**src/rtl/reg_write_arbiter_pkg.sv**
```systemverilog
// reg_write_arbiter_pkg: shared register-file types, arbiter state and default sizing
package reg_write_arbiter_pkg;

    typedef logic        Bit_t;
    typedef logic [4:0]  Reg_addr_t;
    typedef logic [31:0] Reg_data_t;

    typedef enum logic {NORMAL, DRAIN} Warb_state_t;

    localparam int DEF_FIFO_DEPTH   = 2;
    localparam int DEF_STARVE_LIMIT = 4;

endpackage

```
**src/rtl/reg_write_arbiter_lu_result_fifo.sv**
```systemverilog
// lu_result_fifo: long-latency result buffer with per-entry valid, address cancel and busy lookup
module lu_result_fifo
    import reg_write_arbiter_pkg::*;
#(
    parameter int DEPTH = DEF_FIFO_DEPTH,
    localparam int PW = $clog2(DEPTH),
    localparam int CW = PW + 1
) (
    input  logic          clk,
    input  logic          rst,
    input  logic          push,
    input  logic          push_valid,
    input  Reg_addr_t     push_addr,
    input  Reg_data_t     push_data,
    input  logic          pop,
    input  logic          cancel,
    input  Reg_addr_t     cancel_addr,
    input  Reg_addr_t     query_addr_1,
    input  Reg_addr_t     query_addr_2,
    output logic [CW-1:0] count,
    output logic          head_valid,
    output Reg_addr_t     head_addr,
    output Reg_data_t     head_data,
    output logic          busy_1,
    output logic          busy_2
);

    logic [PW-1:0]    wr_ptr, rd_ptr;
    logic [DEPTH-1:0] vld;
    Reg_addr_t        addr_q [DEPTH];
    Reg_data_t        data_q [DEPTH];

    // Pointers, occupancy and valid bits; popped slots are cleared so vld alone marks live entries
    always_ff @(posedge clk or negedge rst) begin
        if (!rst) begin
            wr_ptr <= '0;
            rd_ptr <= '0;
            count  <= '0;
            vld    <= '0;
        end else begin
            for (int i = 0; i < DEPTH; i++)
                if (cancel && addr_q[i] == cancel_addr) vld[i] <= 1'b0;
            if (pop) begin
                vld[rd_ptr] <= 1'b0;
                rd_ptr      <= rd_ptr + PW'(1);
            end
            if (push) begin
                vld[wr_ptr] <= push_valid;
                wr_ptr      <= wr_ptr + PW'(1);
            end
            count <= count + CW'(push) - CW'(pop);
        end
    end

    // Payload storage needs no reset; it is only observed through vld
    always_ff @(posedge clk) begin
        if (push) begin
            addr_q[wr_ptr] <= push_addr;
            data_q[wr_ptr] <= push_data;
        end
    end

    // Head view and associative busy lookup over stored valid entries
    always_comb begin
        head_valid = vld[rd_ptr];
        head_addr  = addr_q[rd_ptr];
        head_data  = data_q[rd_ptr];
        busy_1     = 1'b0;
        busy_2     = 1'b0;
        for (int i = 0; i < DEPTH; i++) begin
            busy_1 = busy_1 | (vld[i] && addr_q[i] == query_addr_1 && query_addr_1 != '0);
            busy_2 = busy_2 | (vld[i] && addr_q[i] == query_addr_2 && query_addr_2 != '0);
        end
    end

endmodule

```
**src/rtl/reg_write_arbiter.sv**
```systemverilog
// reg_write_arbiter: shares the register-file write port between pipeline writeback and a buffered long-latency unit
module reg_write_arbiter
    import reg_write_arbiter_pkg::*;
#(
    parameter int FIFO_DEPTH   = DEF_FIFO_DEPTH,
    parameter int STARVE_LIMIT = DEF_STARVE_LIMIT
) (
    input  logic      clk,
    input  logic      rst,
    input  Bit_t      wb_valid,
    input  Reg_addr_t wb_addr,
    input  Reg_data_t wb_data,
    input  Bit_t      lu_valid,
    output Bit_t      lu_ready,
    input  Reg_addr_t lu_addr,
    input  Reg_data_t lu_data,
    output Bit_t      stall_req,
    input  Reg_addr_t query_addr_1,
    input  Reg_addr_t query_addr_2,
    output Bit_t      query_busy_1,
    output Bit_t      query_busy_2,
    output Bit_t      write_enable,
    output Reg_addr_t write_addr,
    output Reg_data_t write_data
);

    localparam int CW = $clog2(FIFO_DEPTH) + 1;
    localparam int SW = $clog2(STARVE_LIMIT + 1);

    Warb_state_t   state, state_next;
    logic [SW-1:0] starve_cnt;
    logic [CW-1:0] fifo_count;
    logic          head_valid, head_grant, wb_grant, pop, push, push_valid;
    Reg_addr_t     head_addr;
    Reg_data_t     head_data;

    lu_result_fifo #(.DEPTH(FIFO_DEPTH)) u_fifo (
        .clk          (clk),
        .rst          (rst),
        .push         (push),
        .push_valid   (push_valid),
        .push_addr    (lu_addr),
        .push_data    (lu_data),
        .pop          (pop),
        .cancel       (wb_grant),
        .cancel_addr  (wb_addr),
        .query_addr_1 (query_addr_1),
        .query_addr_2 (query_addr_2),
        .count        (fifo_count),
        .head_valid   (head_valid),
        .head_addr    (head_addr),
        .head_data    (head_data),
        .busy_1       (query_busy_1),
        .busy_2       (query_busy_2)
    );

    // Grant selection, FIFO handshake and next state; DRAIN ignores WB and forces the head out
    always_comb begin
        wb_grant   = state == NORMAL && wb_valid && wb_addr != '0;
        head_grant = head_valid && (state == DRAIN || !wb_grant);
        pop        = fifo_count != '0 && (!head_valid || head_grant);
        lu_ready   = fifo_count < CW'(FIFO_DEPTH);
        push       = lu_valid && lu_ready;
        push_valid = lu_addr != '0 && !(wb_grant && wb_addr == lu_addr);
        stall_req  = state == DRAIN;
        state_next = state == DRAIN ? NORMAL :
                     (starve_cnt >= SW'(STARVE_LIMIT) && head_valid && !head_grant) ? DRAIN : NORMAL;
    end

    // State register and starvation counter, saturating at the limit
    always_ff @(posedge clk or negedge rst) begin
        if (!rst) begin
            state      <= NORMAL;
            starve_cnt <= '0;
        end else begin
            state <= state_next;
            if (pop)
                starve_cnt <= '0;
            else if (state == NORMAL && head_valid && !head_grant && starve_cnt < SW'(STARVE_LIMIT))
                starve_cnt <= starve_cnt + SW'(1);
        end
    end

    // Registered write port toward the register file
    always_ff @(posedge clk or negedge rst) begin
        if (!rst) begin
            write_enable <= 1'b0;
            write_addr   <= '0;
            write_data   <= '0;
        end else begin
            write_enable <= wb_grant || head_grant;
            write_addr   <= head_grant ? head_addr : wb_addr;
            write_data   <= head_grant ? head_data : wb_data;
        end
    end

endmodule

```
**config.mk**
```make
export PLATFORM = sky130hd
export DESIGN_NAME = reg_write_arbiter
export DESIGN_NICKNAME = d
export VERILOG_FILES = /design/src/rtl/reg_write_arbiter_pkg.sv /design/src/rtl/reg_write_arbiter_lu_result_fifo.sv /design/src/rtl/reg_write_arbiter.sv
export SDC_FILE = /design/constraint.sdc
export NUM_CORES = 1
export LEC_CHECK = 0
export BUFFER_PORTS_ARGS = -buffer_cell sky130_fd_sc_hd__buf_2
export CORE_MARGIN = 1.5
export CORE_UTILIZATION = 35
export DETAILED_ROUTE_END_ITERATION = 16
export PLACE_DENSITY = 0.64
export SYNTH_ARGS = -nofsm -noshare
export SYNTH_HDL_FRONTEND = slang
export SYNTH_SLANG_ARGS = --single-unit
```
**constraint.sdc**
```tcl
create_clock -name clk -period 1.9 [get_ports clk]
set_input_delay 0.38 -clock clk [delete_from_list [all_inputs] [get_ports clk]]
set_output_delay 0.38 -clock clk [all_outputs]
set_load 0.05 [all_outputs]
```
== Word level (Yosys, flattened, before mapping) ==
Memory sizes are Yosys's and may differ from the RTL's.
Cells that the tools add are included.

* Add/sub/neg operators: 5
* $lt $le $gt $ge: 7
* Equality and inequality tests: 7
* Multiplexer cells: 19
* Bitwise operators: 5
* Reduce and logical (&&, ||, !) cells: 37

{| class="wikitable"
|+ Operators by type and width
! kind !! count
|-
| == test 5 bit || 7
|-
| two-way mux 32 bit || 1
|-
| logical AND 1 bit || 24
|-
| nonzero test 5 bit || 4
|-
| two-way mux 1 bit || 10
|-
| two-way mux 3 bit || 2
|-
| two-way mux 5 bit || 1
|-
| logical NOT 1 bit || 4
|-
| less-than comparator 1 x 2 -> 1 bit (second input constant) || 2
|-
| two-way mux 2 bit || 2
|-
| nonzero test 2 bit || 2
|-
| adder 3 x 1 -> 3 bit (second input constant) || 1
|-
| greater-or-equal comparator 3 bit (second input constant) || 1
|-
| logical OR 1 bit || 3
|-
| less-than comparator 3 bit (second input constant) || 1
|-
| adder 1 bit (second input constant) || 2
|-
| adder 2 x 1 -> 2 bit || 1
|-
| bitwise AND 2 bit || 1
|-
| bitwise mux 2 bit || 1
|-
| demux 1 bit (select 1 bit) || 2
|-
| greater-or-equal comparator 1 bit (second input constant) || 2
|-
| less-than comparator 2 bit (second input constant) || 1
|-
| NOT 2 bit || 1
|-
| bitwise OR 1 bit || 2
|-
| 2 further kinds || 2
|}

* Register bits: 48
* Memory bits (writable): 74
* Word-level logic and storage cells: 91
* Memories kept: 2

{| class="wikitable"
|+ Memories
! memory !! depth !! bits a word !! rd ports !! clocked after Yosys merged registers in !! write ports !! RTL line !! text
|-
| u_fifo.data_q || 2 || 32 || 1 || 0 || 1 || reg_write_arbiter_lu_result_fifo.sv:31 || <nowiki>Reg_data_t data_q [DEPTH];</nowiki>
|-
| u_fifo.addr_q || 2 || 5 || 3 || 0 || 1 || reg_write_arbiter_lu_result_fifo.sv:30 || <nowiki>Reg_addr_t addr_q [DEPTH];</nowiki>
|}

== Logic depth before layout (Yosys ltp) ==
* Depth after elaboration: 11
* Mapped depth: 8
* Gate-level depth less buffers: 6

== Hierarchy ==
Synthesis repeated with hierarchy kept, for this count alone.

* Cells, all modules: 305
* Area total of the unflattened synthesis: 5162.5 µm²

{| class="wikitable"
|+ Modules (own cells, without submodules)
! module !! instances !! cells each !! area an instance (µm²) !! sequential area each (µm²)
|-
| lu_result_fifo || 1 || 188 || 3320.7 || 2372.3
|-
| reg_write_arbiter || 1 || 117 || 1841.8 || 1051.0
|}

== Worst setup path before layout ==
OpenSTA, ideal clock, no wires.

* Kind: register to output
* Start point: mem u_fifo.addr_q[1][0] (netlist name)
* End point: out query_busy_2
* Data arrival time: 1.765 ns
* Required time: 1.520 ns
* Slack: -0.245 ns
* Cell stages (with the launch flop): 5
* Cell sequence: edfxtp_1 -> xor2_1 -> nor4_1 -> nand3_1 -> a21oi_1

{| class="wikitable"
|+ RTL lines
! what !! RTL line !! text
|-
| start, declared || reg_write_arbiter_lu_result_fifo.sv:30 ||
|-
| end, declared || reg_write_arbiter.sv:21 || <nowiki>output Bit_t query_busy_2,</nowiki>
|}

==> out/qor.csv <==
stage,metric,value,unit
floorplan,placeableCoreArea,13900,µm²
global_routing,grt.total_usage,16.4,%
global_routing,overflow,0,
sta,final.setup.worst_slack,-0.305,ns
detailed_routing,route.final.wire_length,11.6,mm
global_routing,grt_met3_usage,6.41,%
synthesis,instance_count_of_the_mapped_netlist,353,
critical_path,worstSetupEndpoint,query_busy_2,
synthesis,synth.net_count,443,
pwr,p_leak,0.00283,µW
floorplan,initial_utilization,36.1,%
sta,final.setup_skew,0.00564,ns
synthesis,yosysTopAreaCellShare,44.2,%
critical_path,cp.required,1.52,ns
global_routing,grt_util_met2,26.4,%
critical_path,timing.rr.start,u_fifo.addr_q[1][4],
sta,period_minus_slack,2.21,ns
sta,layout_worst_path_cycle_share,116,%
critical_path,worstPathArrival,1.83,ns
global_routing,antenna_found_initial,1,
critical_path,ff2ff_setup_slack,0.25,ns
final_layout,layout-drive-gt1-share,37.6,%
job,drv_cap,0,
global_routing,grt_max_degree,69,
floorplan,fp-row-count,43,
critical_path,setup.worst_path.class,reg -> out,
final_layout,utilization,48.5,%
global_routing,vias_in_the_first_global_route,3611,
floorplan,top_level_ports,130,
synthesis,syn_area_per_cell,14.2,µm²
final_layout,diodes,0,
pwr,vdd_drop_max,0.836,mV
global_routing,global_route_wire_length_before_repair,18.2,mm
critical_path,critical_path_peak_fanout,3,
final_layout,layout.filler_cells,1251,
clock_tree,cts_tree,built,
synthesis,synth_enable_flop_cells,74,
min_path,hold-path-cell-count,1,
clock_tree,insertion_delay,0.41,ns
critical_path,start_kind,flip-flop,
synthesis,yosysSeqAreaShare,68.1,%
floorplan,die_area,15100,µm²
clock_tree,clock_slew_seen_by_the_registers_of_the_worst_setup_and_hold_paths,0.05,ns
placement,numPlacedInstances,670,
detailed_routing,drt-pass1-iter-count,7,
synthesis,synthTopCellsByArea,"sky130_fd_sc_hd__edfxtp_1 (44%), sky130_fd_sc_hd__dfrtp_1 (24%), sky130_fd_sc_hd__mux2i_1 (7.6%)",
pwr,powerDensity,1600,nW/µm²
detailed_routing,drcViolationCount,0,
critical_path,regToRegEndpoint,u_fifo.vld[1],
synthesis,yosys_register_bits,122,
detailed_routing,drt_first_iter_violations,133,
synthesis,synth_top_flop_cell,sky130_fd_sc_hd__edfxtp_1,
global_routing,grt_use_met1,19.9,%
detailed_routing,vias_per_cell,4.89,
synthesis,cell_with_the_most_instances_after_synthesis,sky130_fd_sc_hd__edfxtp_1,
final_layout,area_growth_syn_to_layout,34.6,%
synthesis,mappedNetlistArea,5030,µm²
synthesis,yosysTopAreaCell,sky130_fd_sc_hd__edfxtp_1,
detailed_routing,routed-via-count,3464,
critical_path,endpoint_kind,primary output,
sta,max-slew-margin-rel,73.6,%
sta,unrepaired_setup_endpoints_after_global_routing,true,
clock_tree,deepest_level_of_the_cts_h_tree,4,
placement,placement.setup.worst_slack,-0.0639,ns
sta,setup-violations-final,2,
synthesis,async_flop_share,39.3,%
placement,buffer_ports.inserted,129,
min_path,hold_path.startpoint,lu_data[21],
sta,tightest_slew,0.391,ns
sta,holdWs,0.156,ns
floorplan,die-height,123,µm
critical_path,worstSetupStartpoint,u_fifo.addr_q[1][3],
min_path,worst_hold_path_type,in -> reg,
global_routing,globalRoute.busiestLayer,met2,
placement,dpl_wire_length,7.70,mm
critical_path,timing.reg2reg.worst_path_depth,6,
final_layout,fin_nets,606,
sta,report.final.slew_viol_count,0,
outcome,failed_checks,negative setup slack,
sta,setup-tns-final,-0.594,ns
clock_tree,cts_made_buffers,17,
detailed_routing,detail-route-antenna-nets,0,
final_layout,multi_input_area,1510,µm²
floorplan,chipWidth,123,µm
sta,timing_hold_violations_final,0,
clock_tree,cts.root.buffer_cell,sky130_fd_sc_hd__clkbuf_16,
final_layout,finish.cell_count_without_fillers,709,
detailed_routing,avgRoutedWirePerCell,16.4,µm
synthesis,synth.top_cells.by_count,"sky130_fd_sc_hd__edfxtp_1 (74), sky130_fd_sc_hd__dfrtp_1 (48), sky130_fd_sc_hd__mux2i_1 (38)",
placement,routabilityCongestion,0.779,
sta,max_clock_freq,453,MHz
outcome,status,"complete, but fails checks",
synthesis,yosysUniqueCellTypes,35,
final_layout,seq_area,3420,µm²
clock_tree,cts_max_path_buffers,2,
synthesis,yosysWarningCount,0,
clock_tree,clock_sinks,122,
report_power, final:
group          total [µW]  switching (µW)  internal (µW)
sequential           3880             279           3600
combinational        3950            2680           1270
clock                2970            1080           1890
total               10800            4030           6760
registers in the layout, summed over array words and instances, names as in the netlist:
signal	cells
u_fifo.data_q	64
write_data	32
u_fifo.addr_q	10
write_addr	5
starve_cnt	3
u_fifo.count	2
u_fifo.vld	2
stall_req	1
u_fifo.rd_ptr	1
u_fifo.wr_ptr	1
write_enable	1
what timing repair did:
action | in CTS | in global routing
resized for setup | 4 | 2
pin swaps | 6 | 6
endpoints found under the hold margin | 48 | 0
buffers inserted | 5 | 1
hold buffers | 1 | 0
setup endpoints to repair | 2 | 2
worst max-delay path: stages, from the launching register on:
cell and delay, ns:
sky130_fd_sc_hd__edfxtp_1 0.49, sky130_fd_sc_hd__xor2_1 0.21, sky130_fd_sc_hd__nor4_1 0.26, sky130_fd_sc_hd__nand3_1 0.13, sky130_fd_sc_hd__a21oi_2 0.16, sky130_fd_sc_hd__buf_6 0.17
placed cells by master (no fill, tap or decap), types with 2 or more instances in the layout:
master	synthesis	final
sky130_fd_sc_hd__a21oi_2	0	2
sky130_fd_sc_hd__buf_12	0	9
sky130_fd_sc_hd__nand3_1	7	7
sky130_fd_sc_hd__buf_2	7	127
sky130_fd_sc_hd__clkbuf_16	0	17
sky130_fd_sc_hd__nor3_1	3	3
sky130_fd_sc_hd__nand2_1	8	8
sky130_fd_sc_hd__a21oi_1	37	35
sky130_fd_sc_hd__bufinv_16	0	2
sky130_fd_sc_hd__nor4_2	0	2
sky130_fd_sc_hd__or4_1	2	2
sky130_fd_sc_hd__o21ai_0	7	7
sky130_fd_sc_hd__xor2_1	19	19
sky130_fd_sc_hd__xnor2_1	19	19
sky130_fd_sc_hd__buf_6	2	2
sky130_fd_sc_hd__mux2i_1	38	38
sky130_fd_sc_hd__clkbuf_1	12	3
sky130_fd_sc_hd__clkinv_2	0	4
sky130_fd_sc_hd__clkinv_1	0	7
sky130_fd_sc_hd__nor2_1	5	5
sky130_fd_sc_hd__nor4_1	5	3
sky130_fd_sc_hd__buf_4	1	27
sky130_fd_sc_hd__edfxtp_1	74	74
sky130_fd_sc_hd__a31oi_1	35	35
sky130_fd_sc_hd__nor2b_1	3	3
sky130_fd_sc_hd__dfrtp_1	48	47
sky130_fd_sc_hd__ha_1	2	2
sky130_fd_sc_hd__inv_1	4	2
sky130_fd_sc_hd__mux2_2	2	2
final cells by class:
cell class | instances | area share, %
sequential | 122 | 50.6
inverter | 4 | 0.222
timing repair buffer | 166 | 15.5
tap | 180 | 3.33
clock buffer | 20 | 6.46
multi-input combinational | 205 | 22.3
clock inverter | 12 | 1.57
cells by family after synthesis:
logic type	share of synthesized area (%)
simple gates	3.76
xor+xnor	6.62
mux	8.02
fa+ha+maj	0.498
buf+inv	2.49
compound gates	10.5
flops	68.1
metrics by stage:
step	total power, µW	instance area (µm²)
2_1_floorplan	6630	5030
3_3_place_gp	7790	6140
3_5_place_dp	7850	6140
4_1_cts	10900	6740
5_1_grt	11300	6760
6_report	10800	6760
worst min-delay path by stage:
| stage | end | slack, ns |
|---|---|---|
| after global routing | u_fifo.data_q[0][28] | 0.14 |
| after CTS | u_fifo.data_q[0][6] | 0.14 |
| after global placement | write_addr[1] | 0.39 |
| after detailed placement | write_addr[2] | 0.40 |
| final | u_fifo.data_q[1][21] | 0.16 |
| after floorplan | stall_req | 0.08 |
routing by layer:
layer / up-vias / share of wire [%]
met5: - / 0.11
met4: 2 / 1.4
met3: 18 / 7.7
met2: 110 / 48
met1: 1674 / 43
li1: 1660 / -
(Power assumes the default switching activity.)
